===== src/rtl/fifo_pack_sync.sv =====
// -----------------------------------------------------------------------------
// fifo_pack_sync
//
// Single-clock narrow-to-wide packing FIFO. RATIO consecutive accepted input
// words of DIN_W bits are gathered into one DOUT_W = DIN_W*RATIO word. The
// wide word is then stored in a DEPTH-entry FIFO. A flush closes a partially
// filled word early, and its unfilled slots are written as zero.
//
// Parameters
//   DIN_W     width of one input word
//   RATIO     input words per output word (>= 2)
//   DEPTH     storage depth in wide words (power of 2, >= 2)
//   PFULL_TH  prog_full asserts when count >= PFULL_TH (1..DEPTH)
//   MSB_FIRST 0: first input word lands in dout[DIN_W-1:0]
//             1: first input word lands in the top slot
//
// Ports
//   clk        rising-edge clock
//   rstn       asynchronous active-low reset (release synchronised externally)
//   din        narrow input word
//   din_en     din valid this cycle (accepted unless full)
//   flush      close the current partial word
//   rd_en      read request for one wide word (ignored while empty)
//   dout       registered wide output word, holds between reads
//   dout_en    one-cycle pulse, dout carries a freshly read word
//   full       count == DEPTH
//   prog_full  count >= PFULL_TH
//   empty      count == 0
//   count      number of stored wide words
//   overflow   one-cycle pulse, an input word was dropped because of full
// -----------------------------------------------------------------------------
module fifo_pack_sync #(
  parameter int DIN_W     = 4,
  parameter int RATIO     = 4,
  parameter int DEPTH     = 8,
  parameter int PFULL_TH  = 6,
  parameter bit MSB_FIRST = 1'b0
) (
  input  logic                       clk,
  input  logic                       rstn,
  input  logic [DIN_W-1:0]           din,
  input  logic                       din_en,
  input  logic                       flush,
  input  logic                       rd_en,
  output logic [DIN_W*RATIO-1:0]     dout,
  output logic                       dout_en,
  output logic                       full,
  output logic                       prog_full,
  output logic                       empty,
  output logic [$clog2(DEPTH):0]     count,
  output logic                       overflow
);

  localparam int DOUT_W = DIN_W * RATIO;
  localparam int AW     = $clog2(DEPTH);
  localparam int CW     = AW + 1;
  localparam int PW     = $clog2(RATIO);

  // ---------------------------------------------------------------------------
  // State
  // ---------------------------------------------------------------------------
  logic [PW-1:0]     pack_cnt;   // number of slots already filled
  logic [DOUT_W-1:0] pack_reg;   // partial wide word, unfilled slots are zero
  logic [AW-1:0]     wptr;
  logic [AW-1:0]     rptr;
  logic [DOUT_W-1:0] mem [DEPTH];

  // ---------------------------------------------------------------------------
  // Datapath decode
  // ---------------------------------------------------------------------------
  logic [PW-1:0]     slot;
  logic              accept;
  logic              last_slot;
  logic              do_flush;
  logic              wr;
  logic              rd;
  logic [DOUT_W-1:0] merged;

  // full gates the write side from the current count only. A read in the
  // same cycle frees space one cycle later, never in the same cycle.
  assign accept    = din_en && !full;
  assign last_slot = (pack_cnt == PW'(RATIO - 1));

  // A flush closes a word if something is pending or is arriving now.
  // While full it is ignored, and the partial word stays in pack_reg.
  assign do_flush  = flush && !full && ((pack_cnt != '0) || accept);
  assign wr        = (accept && last_slot) || do_flush;
  assign rd        = rd_en && !empty;

  // Reversed slot order for MSB_FIRST: the first word goes into the top slot.
  assign slot = MSB_FIRST ? (PW'(RATIO - 1) - pack_cnt) : pack_cnt;

  // The word that would be stored this cycle: the pack register with the
  // incoming din dropped into its slot.
  // NOTE: merged gets a full default before the conditional slot update, so
  // every path assigns it and no latch is inferred.
  always_comb begin
    merged = pack_reg;
    for (int i = 0; i < RATIO; i++) begin
      if (accept && (slot == PW'(i))) begin
        merged[i*DIN_W +: DIN_W] = din;
      end
    end
  end

  // ---------------------------------------------------------------------------
  // Control and output registers
  // ---------------------------------------------------------------------------
  // NOTE: sequential state uses non-blocking assignments, so every register
  // samples pre-edge values and evaluation order inside the block is irrelevant.
  always_ff @(posedge clk or negedge rstn) begin
    if (!rstn) begin
      pack_cnt <= '0;
      pack_reg <= '0;
      wptr     <= '0;
      rptr     <= '0;
      count    <= '0;
      dout     <= '0;
      dout_en  <= 1'b0;
      overflow <= 1'b0;
    end else begin
      // Packing: a completed or flushed word leaves pack_reg empty for the
      // next word. Otherwise an accepted din is kept in its slot.
      if (wr) begin
        pack_cnt <= '0;
        pack_reg <= '0;
        wptr     <= wptr + 1'b1;
      end else if (accept) begin
        pack_cnt <= pack_cnt + 1'b1;
        pack_reg <= merged;
      end

      // Read side: one-cycle latency, and dout holds when no read happens.
      if (rd) begin
        dout <= mem[rptr];
        rptr <= rptr + 1'b1;
      end
      dout_en <= rd;

      // Occupancy: a write and a read in the same cycle cancel out.
      unique case ({wr, rd})
        2'b10:   count <= count + 1'b1;
        2'b01:   count <= count - 1'b1;
        default: count <= count;
      endcase

      overflow <= din_en && full;
    end
  end

  // ---------------------------------------------------------------------------
  // Storage array
  // ---------------------------------------------------------------------------
  // NOTE: the array has no reset. Clearing the pointers and count already
  // makes every old entry unreachable, and leaving the array unreset lets it
  // map onto plain RAM.
  always_ff @(posedge clk) begin
    if (wr) begin
      mem[wptr] <= merged;
    end
  end

  // ---------------------------------------------------------------------------
  // Status flags, decoded from the count register
  // ---------------------------------------------------------------------------
  assign full      = (count == CW'(DEPTH));
  assign empty     = (count == '0);
  assign prog_full = (count >= CW'(PFULL_TH));

endmodule


===== config.mk =====
export PLATFORM = sky130hd
export DESIGN_NAME = fifo_pack_sync
export DESIGN_NICKNAME = d
export VERILOG_FILES = /design/src/rtl/fifo_pack_sync.sv
export SDC_FILE = /design/constraint.sdc
export NUM_CORES = 1
export LEC_CHECK = 0
export ABC_AREA = 1
export ABC_CLOCK_PERIOD_IN_PS = 2400
export CELL_PAD_IN_SITES_DETAIL_PLACEMENT = 0
export CELL_PAD_IN_SITES_GLOBAL_PLACEMENT = 1
export CORE_MARGIN = 2
export CORE_UTILIZATION = 30
export DETAILED_ROUTE_END_ITERATION = 10
export PLACE_DENSITY_LB_ADDON = 0.1
export SYNTH_ARGS = -nofsm -noshare
export SYNTH_HDL_FRONTEND = slang
export SYNTH_SLANG_ARGS = --single-unit

===== constraint.sdc =====
create_clock -name clk -period 2.4 [get_ports clk]
set_clock_uncertainty 0.15 [all_clocks]
set_input_delay 0.48 -clock clk [delete_from_list [all_inputs] [get_ports clk]]
set_output_delay 0.48 -clock clk [all_outputs]
set_load 0.02 [all_outputs]

### Yosys cells after proc, flatten, opt, wreduce, memory -nomap -nowiden

Memory sizes are Yosys's and may differ from the RTL's. A register that Yosys moved wholly into a read port is not among the register bits.
Cells that the tools add are included.

| storage, ports and cells | value |
|---|---|
| output and inout bits | 25 |
| bits of input ports | 9 |
| logic and storage cells | 50 |
| RAM bits | 128 |
| flip-flop bits (word level) | 30 |
| memories | 1 |

Memories:

| memory | words | width | rd ports | clocked after Yosys merged registers in | wr ports | line | source |
|---|---|---|---|---|---|---|---|
| mem | 8 | 16 | 1 | 1 | 1 | 66 | `logic [DOUT_W-1:0] mem [DEPTH];` |

| operators by class | value |
|---|---|
| order comparisons | 1 |
| reductions and logical operators | 19 |
| equality and inequality tests | 6 |
| $add $sub $neg | 5 |
| mux-type cells | 11 |

Operators by type and width:

| operator | number |
|---|---|
| two-way mux 16 bit | 2 |
| two-way mux 4 bit | 4 |
| logical AND 1 bit | 9 |
| case mux 4 bit (2 select lines) | 1 |
| adder 3 x 1 -> 3 bit (second input constant) | 2 |
| == test 2 bit (second input constant) | 3 |
| nonzero test 2 bit | 3 |
| adder 4 x 1 -> 4 bit (second input constant) | 1 |
| == test 2 x 1 -> 1 bit (second input constant) | 2 |
| == test 4 bit (second input constant) | 1 |
| >= comparator 4 x 3 -> 1 bit (second input constant) | 1 |
| logical NOT 4 bit | 1 |
| two-way mux 2 bit | 2 |
| subtractor 4 x 1 -> 4 bit (second input constant) | 1 |
| logical NOT 1 bit | 3 |
| adder 2 x 1 -> 2 bit (second input constant) | 1 |
| logical NOT 2 bit | 1 |
| logical OR 1 bit | 2 |
| two-way mux 1 bit | 2 |

### Depth between registers and ports, before layout

Gate-level depths: netlist of run 1.

| depth | value |
|---|---|
| depth in word-level cells | 8 |
| depth in mapped cells | 15 |
| mapped depth without buffers | 14 |

### Worst setup path after synthesis of run 1

OpenSTA, ideal clock, no wires.

| timing path | value |
|---|---|
| path type | reg-to-reg |
| start | reg pack_cnt[0] |
| end | reg count[3] |
| required time | 2.133 ns |
| path buffers | 1 |
| slack | -0.047 ns |
| stages on the path, launching flop included | 16 |
| arrival | 2.180 ns |
| setup time | 0.117 ns |
| clock period less this slack | 2.447 ns |
| cells stage by stage | dfrtp_1 > inv_1 > ha_1 > nand2_2 > nand3_4 > nand2_2 > buf_6 > inv_1 > ha_1 > ha_1 > a21oi_1 > nand2_1 > nand2_1 > nand2_1 > nand2_1 > nand2_1 |

| on the way | value |
|---|---|
| cells in the longest elaborated chain, start to end | 6 |
| elaborated cells between the ends (all ways) | 10 |
| classes of those cells | eq/ne: 3; mux: 1; reduce/logical: 6 |

Ends and longest elaborated chain:

| item | line | source |
|---|---|---|
| start: declaration | 62 | `logic [PW-1:0] pack_cnt;` |
| start signal: assignment | 129 | `pack_cnt <= pack_cnt + 1'b1;` |
| nonzero test 2 bit | 86 | `assign do_flush = flush && !full && ((pack_cnt != '0) \|\| accept);` |
| logical OR 1 bit | 86 |  |
| logical AND 1 bit | 86 |  |
| logical OR 1 bit (*) | 87 | `assign wr = (accept && last_slot) \|\| do_flush;` |
| == test 2 x 1 -> 1 bit or == test 2 bit (tied branches) | 141 | `unique case ({wr, rd})` |
| case mux 4 bit (2 select lines) or nonzero test 2 bit (tied branches) | n/a |  |
| end signal: assignment | 142 | `2'b10: count <= count + 1'b1;` |
| end signal: assignment | 143 | `2'b01: count <= count - 1'b1;` |
| end signal: assignment | 144 | `default: count <= count;` |
| end: declaration | 50 | `output logic [$clog2(DEPTH):0] count,` |

Mark *: on every way between the ends. The rest lies on a longest branch, timed or not.
A chain may end at the register's enable or synchronous reset.

### Final worst setup path of run 1

Same ends and word-level chain as after synthesis.

==> key figures, run 1 <==
Floorplan
  – # rows: 58
  – Core footprint: 25300 um2
  – Height of the die: 165 um
  – Starting density of the core: 30.7%
  – Chip Width: 165 um
  – Top-level port count: 34
  – Die Footprint: 27200 um2

Routing
  – Via density: 4.36
  – Initial detailed-routing violation count: 287
  – Routed length per instance: 15.9 um
  – Number of remaining DRC errors: 0
  – Count of vias placed by the detailed router: 5172
  – Residual antenna-violating net count after detailed routing: 0
  – TritonRoute pass-1 iters: 4
  – Final wirelength: 18800 um

Setup path
  – R2r startpoint: pack_cnt[0]
  – Last element of the critical path: count[3]
  – Destination of the worst register-to-register timing path: count[3]
  – Top Family by Delay on Critical Path: adder cells
  – Launching element type of the critical path: flip-flop
  – Launching element of the worst setup path: pack_cnt[0]
  – Slowest stage delay, CP: 0.39 ns
  – Crit end category: flip-flop
  – Maximum fanout along the worst path: 3
  – Class of the most critical setup path: reg2reg
  – Arrival time at the worst endpoint: 2.39 ns
  – Reg2Reg Depth: 15
  – Slack of the worst reg-to-reg path: 0.17 ns
  – Levels on crit path: 15
  – Required time of the worst setup path: 2.56 ns
  – CP max stage cell: sky130_fd_sc_hd__dfrtp_1
  – Top cell by count, worst path: sky130_fd_sc_hd__nand2_1
  – Critical path, cell by cell: inv_2 -> ha_2 -> nand2_2 -> nand3_4 -> nand2_2 -> inv_1 -> ha_1 -> buf_4 -> ha_1 -> nand3_1 -> nand2_1 -> nand2_1 -> nand2_1 -> nand2_1 -> nand2_1
  – Bufs and invs on worst path: 3

Final layout
  – Diode count: 0
  – Fillers: 2514
  – Largest register FFs: 128
  – Number of nets in the layout: 861
  – Count of placed standard cells in the final layout, fillers left out: 1185
  – Register Area: 5000 um2
  – Core occupancy in the finished layout: 36.5%
  – Multi-input combinational cell area: 2000 um2
  – Post-route cell area: 9240 um2
  – Fraction of layout cells with a size suffix above 1: 10.6%
  – Area growth from synthesis to layout: 19.1%

Placed design
  – Cells after DPL: 1149
  – Post-DP Area: 8620 um2
  – Final RePlAce weighted congestion: 0.743
  – DP Worst Slack: -0.218 ns
  – Number of port buffers: 33
  – Placed wire-length estimate after detailed placement: 11700 um

Run status
  – Outcome: completed

STA
  – Share of the cycle needed by the critical path after routing: 92.8%
  – Slew margin rel.: 48.0%
  – Highest achievable clock rate: 449 MHz
  – Total of endpoints with negative setup slack in the final report: 0
  – Final WS setup: 0.174 ns
  – Post-Route Setup TNS: 0 ns
  – Pins Over Slew Limit: 0
  – Hold_ws: 0.327 ns
  – Min Clock Period, post-route: 2.23 ns
  – Least-Margin Pin Slew: 0.780 ns
  – Final-report hold violation count: 0
  – Setup repair after global routing missed its margin: no

Logic synthesis
  – Predominant post-synthesis flop cell: sky130_fd_sc_hd__edfxtp_1
  – Yosys warning total: 0
  – Seq cells post-synth: 174
  – Post-Synthesis Cell Area: 7760 um2
  – Main area contributors after synthesis: sky130_fd_sc_hd__edfxtp_1 50%, sky130_fd_sc_hd__dfrtp_1 15%, sky130_fd_sc_hd__nand2_1 12%
  – Cell with the most instances after synthesis: sky130_fd_sc_hd__nand2_1
  – Post-Syn Area per Cell: 9.92 um2
  – Number of synthesized flops with an enable pin: 128
  – Library cells used by synthesis: 26
  – Top cells by instance count after synthesis: 246 x sky130_fd_sc_hd__nand2_1, 148 x sky130_fd_sc_hd__inv_1, 128 x sky130_fd_sc_hd__edfxtp_1
  – Yosys top cell area share: 49.5%
  – Post-synthesis instance total: 783
  – Synth Net Count: 802
  – Proportion of synthesized chip area in sequential cells: 64.3%
  – Post-synthesis async set-or-reset flop share: 26.4%
  – Yosys top cell by area: sky130_fd_sc_hd__edfxtp_1

Global routing
  – Antenna violations before repair: 0
  – Global-route wire length before repair: 30100 um
  – Sum of overflow across all layers after global routing: 0
  – Via count of the first global-routing pass: 5275
  – Largest net degree at the start of global routing: 66
  – Total track usage: 15.1%

Flow run
  – Max-Cap Viols: 0

Power and ir drop
  – Peak ir drop on the vdd network: 0.607 mV
  – Final Power: 11.5 mW
  – Leakage power figure: 4.22 nW
  – Power Dens Cells: 1250 nW/um2

CTS
  – Clock-pin slew on the worst setup and hold paths: 0.07 ns
  – Number of levels in the clock H-tree: 4
  – Clock root buffer: sky130_fd_sc_hd__clkbuf_16
  – Number of clock sinks: 174
  – Clock tree from TritonCTS: yes
  – Total CTS buffers: 17
  – Number of buffers between clock root and the deepest sink: 2
  – Insertion delay of the later-clocked pin in the worst-skew pair: 0.43 ns

Hold path
  – Hold crit path type: reg2reg
worst min-delay path, cell delays in order, from the launching register on:
cell and delay (ns):
sky130_fd_sc_hd__dfrtp_1 0.34, sky130_fd_sc_hd__nand2_1 0.05, sky130_fd_sc_hd__nand2_1 0.05
cells in the final DEF (no fill, tap or decap), types with 8 or more instances in the layout:
cell                              count
sky130_fd_sc_hd__nand2_1            246
sky130_fd_sc_hd__nand3_1            104
sky130_fd_sc_hd__clkbuf_16           17
sky130_fd_sc_hd__dfrtp_1             45
sky130_fd_sc_hd__clkdlybuf4s50_1     29
sky130_fd_sc_hd__ha_1                 8
sky130_fd_sc_hd__edfxtp_1           128
sky130_fd_sc_hd__inv_1              146
sky130_fd_sc_hd__nand4_1             13
sky130_fd_sc_hd__nor2_1              25
sky130_fd_sc_hd__buf_4               36
worst min-delay path by stage:
| stage | startpoint | end | depth (start not counted) |
|---|---|---|---|
| global route | dout[5] | dout[5] | 2 |
| floorplan | rstn | count[0] | 0 |
| finish | dout[5] | dout[5] | 2 |
| global placement | dout[4] | dout[4] | 2 |
| CTS | dout[6] | dout[6] | 2 |
| detailed placement | dout[5] | dout[5] | 2 |
cell families after synthesis:
family                     Yosys count  share of synthesized area [%]
AOI/OAI and AO/OA                   11                          0.757
and+or+nand+nor                    399                           22.7
DFF                                174                           64.3
xor gates and xnor gates             5                          0.564
buffers and inverters              184                           9.94
adders and majority gates           10                           1.71
power by group:
part / internal (mW) / switching [mW] / leakage (nW)
Sequential: 4.15 / 0.246 / 1.76
Combinational: 1.47 / 2.90 / 2.17
Clock: 1.55 / 1.21 / 0.288
Total: 7.17 / 4.35 / 4.22
layout make-up:
class | count | area share [%]
Tap cell | 330 | 4.47
Multi-Input combinational cell | 425 | 21.7
Sequential cell | 174 | 54.0
Timing Repair Buffer | 74 | 7.38
Clock buffer | 17 | 4.60
Inverter | 150 | 6.09
Clock inverter | 15 | 1.75
metal layers:
layer  vias to the layer above  routed length [um]  share of wire [%]  global-route usage [%]
li1                       2596                   -                  -                       -
met1                      2469                8940                 48                    20.7
met4                         0                 154               0.82                    4.66
met3                        11                 868                4.6                    2.99
met5                         -                   0                  0                       0
met2                        96                8830                 47                    24.3
what timing repair did:
| action | in CTS | in global routing |
|---|---|---|
| hold buffers | 1 | 0 |
| setup buffers | 0 | 3 |
| resized for setup | 3 | 2 |
| setup endpoints to repair | 3 | 3 |
| hold endpoints to repair | 20 | 0 |
| gates cloned | 0 | 0 |
(Power assumes the default switching activity.)
==> inputs of run 2 (changes only) <==
--- a/config.mk
+++ b/config.mk
@@ -13,4 +13,6 @@
 export CORE_UTILIZATION = 30
+export CTS_CLUSTER_DIAMETER = 60
 export DETAILED_ROUTE_END_ITERATION = 10
 export PLACE_DENSITY_LB_ADDON = 0.1
+export SLEW_MARGIN = 0
 export SYNTH_ARGS = -nofsm -noshare
--- a/constraint.sdc
+++ b/constraint.sdc
@@ -4,2 +4,2 @@
 set_output_delay 0.48 -clock clk [all_outputs]
-set_load 0.02 [all_outputs]
+set_load 0.005 [all_outputs]
==> run 2 against run 1 <==
First-iteration DRC count shrank 7.0%. Largest cell class unchanged. Critical endpoint is now empty. Largest power group unchanged. Highest routed layer unchanged. Sequential share of layout area is essentially flat. Critical path type is now reg2out. Clock power about the same. Fmax fell by 3.1%. Sequential cell count did not move.
==> key figures, run 2 (synthesis results as in run 1) <==
CTS
  – Number of levels in the clock H-tree: 4 (unchanged)
  – Clock-pin slew on the worst setup and hold paths: 0.07 ns (about the same)
  – Clock root buffer: sky130_fd_sc_hd__clkbuf_16
  – Insertion delay of the later-clocked pin in the worst-skew pair: 0.42 ns (about the same)
  – Number of buffers between clock root and the deepest sink: 2 (unchanged)
  – Number of clock sinks: 174 (unchanged)
  – Clock tree from TritonCTS: yes
  – Total CTS buffers: 17 (unchanged)

Setup path
  – Crit end category: output port
  – Destination of the worst register-to-register timing path: count[2]
  – Arrival time at the worst endpoint: 1.67 ns (-0.72 ns)
  – Required time of the worst setup path: 1.77 ns (-0.79 ns)
  – R2r startpoint: pack_cnt[0]
  – Reg2Reg Depth: 12 (-3)
  – Class of the most critical setup path: reg2out
  – Slack of the worst reg-to-reg path: 0.18 ns (about the same)
  – Maximum fanout along the worst path: 5 (+2)
  – Launching element type of the critical path: flip-flop

Final layout
  – Fillers: 2512 (-0.080%)
  – Highest-count cells in the layout ignoring fill and taps: 246 x sky130_fd_sc_hd__nand2_1, 145 x sky130_fd_sc_hd__inv_1, 128 x sky130_fd_sc_hd__edfxtp_1
  – Multi-input combinational cell area: 2010 um2 (+0.25%)
  – Most common cell after layout, fill and taps aside: sky130_fd_sc_hd__nand2_1
  – Count of placed standard cells in the final layout, fillers left out: 1183 (-0.17%)
  – Largest register FFs: 128 (unchanged)
  – Diode count: 0 (unchanged)
  – Register Area: 5000 um2 (unchanged)
  – Area growth from synthesis to layout: 19.0% (about the same)
  – Number of nets in the layout: 859 (-0.23%)
  – Fraction of layout cells with a size suffix above 1: 10.6% (-0.092 points)

STA
  – Highest achievable clock rate: 435 MHz (-3.1%)
  – Hold_ws: 0.327 ns (-0.0000190 ns)
  – Min Clock Period, post-route: 2.30 ns (+0.0705 ns)
  – Final-report hold violation count: 0 (unchanged)
  – Least-Margin Pin Slew: 0.793 ns (+0.0128 ns)
  – Pins Over Slew Limit: 0 (unchanged)
  – Slew margin rel.: 47.1% (-0.85 points)
  – Setup repair after global routing missed its margin: no
  – Total of endpoints with negative setup slack in the final report: 0 (unchanged)
  – Share of the cycle needed by the critical path after routing: 95.7% (+2.9 points)

Routing
  – TritonRoute pass-1 iters: 4 (unchanged)
  – Initial detailed-routing violation count: 267 (-7.0%)
  – Routed length per instance: 15.9 um (+0.15%)
  – Residual antenna-violating net count after detailed routing: 0 (unchanged)
  – Via density: 4.38 (+0.38%)
  – Number of remaining DRC errors: 0 (unchanged)
  – Final wirelength: 18800 um (about the same)
  – Count of vias placed by the detailed router: 5183 (+0.21%)

Global routing
  – Global-route wire length before repair: 30100 um (about the same)
  – Largest net degree at the start of global routing: 66 (unchanged)
  – Via count of the first global-routing pass: 5287 (+0.23%)
  – Sum of overflow across all layers after global routing: 0 (unchanged)
  – Antenna violations before repair: 0 (unchanged)
  – Total track usage: 15.2% (about the same)

Floorplan
  – Core footprint: 25300 um2 (unchanged)
  – # rows: 58 (unchanged)
  – Chip Width: 165 um (unchanged)
  – Die Footprint: 27200 um2 (unchanged)
  – Top-level port count: 34 (unchanged)
  – Starting density of the core: 30.7% (unchanged)
  – Height of the die: 165 um (unchanged)

Power and ir drop
  – Internal Power: 7.17 mW (about the same)
  – Peak ir drop on the vdd network: 0.587 mV (-3.3%)
  – Power dissipated by switching net loads: 4.14 mW (-5.0%)
  – Leakage power figure: 4.23 nW (+0.25%)
  – Net Sw Frac: 36.6% (-1.2 points)
  – Clock power share: 24.4% (+0.5 points)
  – Portion of total power attributed to combinational logic: 36.8% (-1.2 points)
  – Power Dens Cells: 1220 nW/um2 (-1.9%)
  – Sequential cell fraction of total power: 38.9% (+0.8 points)

Placed design
  – Final RePlAce weighted congestion: 0.743 (unchanged)
  – Number of port buffers: 33 (unchanged)
  – Placed wire-length estimate after detailed placement: 11700 um (unchanged)
  – Cells after DPL: 1149 (unchanged)

Hold path
  – Launch instance of the worst min-delay path: dout[5]
  – Worst hold endpoint: dout[5]
  – Depth of the worst hold-timing path: 2 (unchanged)
  – Hold crit path type: reg2reg

Flow run
  – Max-Cap Viols: 0 (unchanged)

Run status
  – Outcome: completed
## run 2: worst max path at each step
stage	start	to	slack, ns	depth (start not counted)
2_1_floorplan	pack_cnt[0]	count[3]	0.03	15
3_3_place_gp	din_en	count[3]	-0.19	14
3_5_place_dp	din_en	count[3]	-0.22	15
4_1_cts	count[1]	prog_full	0.005	4
5_1_grt	count[3]	empty	0.0004	4
6_report	count[3]	empty	0.10	4
## run 2: worst max-delay path: stages, from the launching register on
cell and delay, ns:
sky130_fd_sc_hd__dfrtp_1 0.46, sky130_fd_sc_hd__inv_1 0.11, sky130_fd_sc_hd__nand3_2 0.11, sky130_fd_sc_hd__inv_1 0.07, sky130_fd_sc_hd__clkdlybuf4s50_1 0.49
## run 2: through the flow
step	TNS (ns)	util, %	setup slack [ns]	total power, mW	instance area (um2)
2_1_floorplan	0	-	0.0260	7.04	7770
5_1_grt	0	36.5	0.000381	12.2	9240
3_5_place_dp	-0.526	34.1	-0.218	8.70	8620
4_1_cts	0	36.4	0.00504	11.5	9220
6_report	0	36.5	0.103	11.3	9240
3_3_place_gp	-0.393	34.1	-0.192	8.65	8620
## run 2: area by class of cell
class                      count  share of cell area [%]
clock buffer                  17                    4.60
clock inverter                15                    1.75
inverter                     150                    6.09
multi-input combinational    425                    21.7
sequential                   174                    54.1
tap                          330                    4.47
timing repair buffer          72                    7.31
## run 2: repair_timing
item / in CTS / in global routing
hold endpoints to repair: 20 / 0
gates resized for setup: 1 / 5
pin swaps: 0 / 3
buffers inserted: 0 / 1
setup endpoints to repair: 1 / 5
hold buffers: 1 / 0
## run 2: power groups by stage
stage | combinational [mW] | clock (mW) | sequential (mW)
2_1_floorplan | 2.60 | 0 | 4.45
3_3_place_gp | 4.20 | 0 | 4.45
3_5_place_dp | 4.23 | 0 | 4.47
4_1_cts | 4.25 | 2.84 | 4.41
5_1_grt | 4.77 | 2.97 | 4.47
6_report | 4.16 | 2.75 | 4.39
## run 2: per-layer routing
| metal | track usage [%] | vias up | part of all wire, % |
|---|---|---|---|
| li1 | - | 2596 | - |
| met1 | 20.8 | 2479 | 49 |
| met2 | 24.3 | 92 | 46 |
| met3 | 2.99 | 16 | 3.8 |
| met4 | 4.66 | 0 | 1.3 |
| met5 | 0 | - | 0 |
==> inputs of run 3 (changes only) <==
--- a/constraint.sdc
+++ b/constraint.sdc
@@ -4,2 +4,2 @@
 set_output_delay 0.48 -clock clk [all_outputs]
-set_load 0.005 [all_outputs]
+set_load 0.02 [all_outputs]
==> results of run 3 <==
Final layout, timing and power as in run 1 (identical DEF).
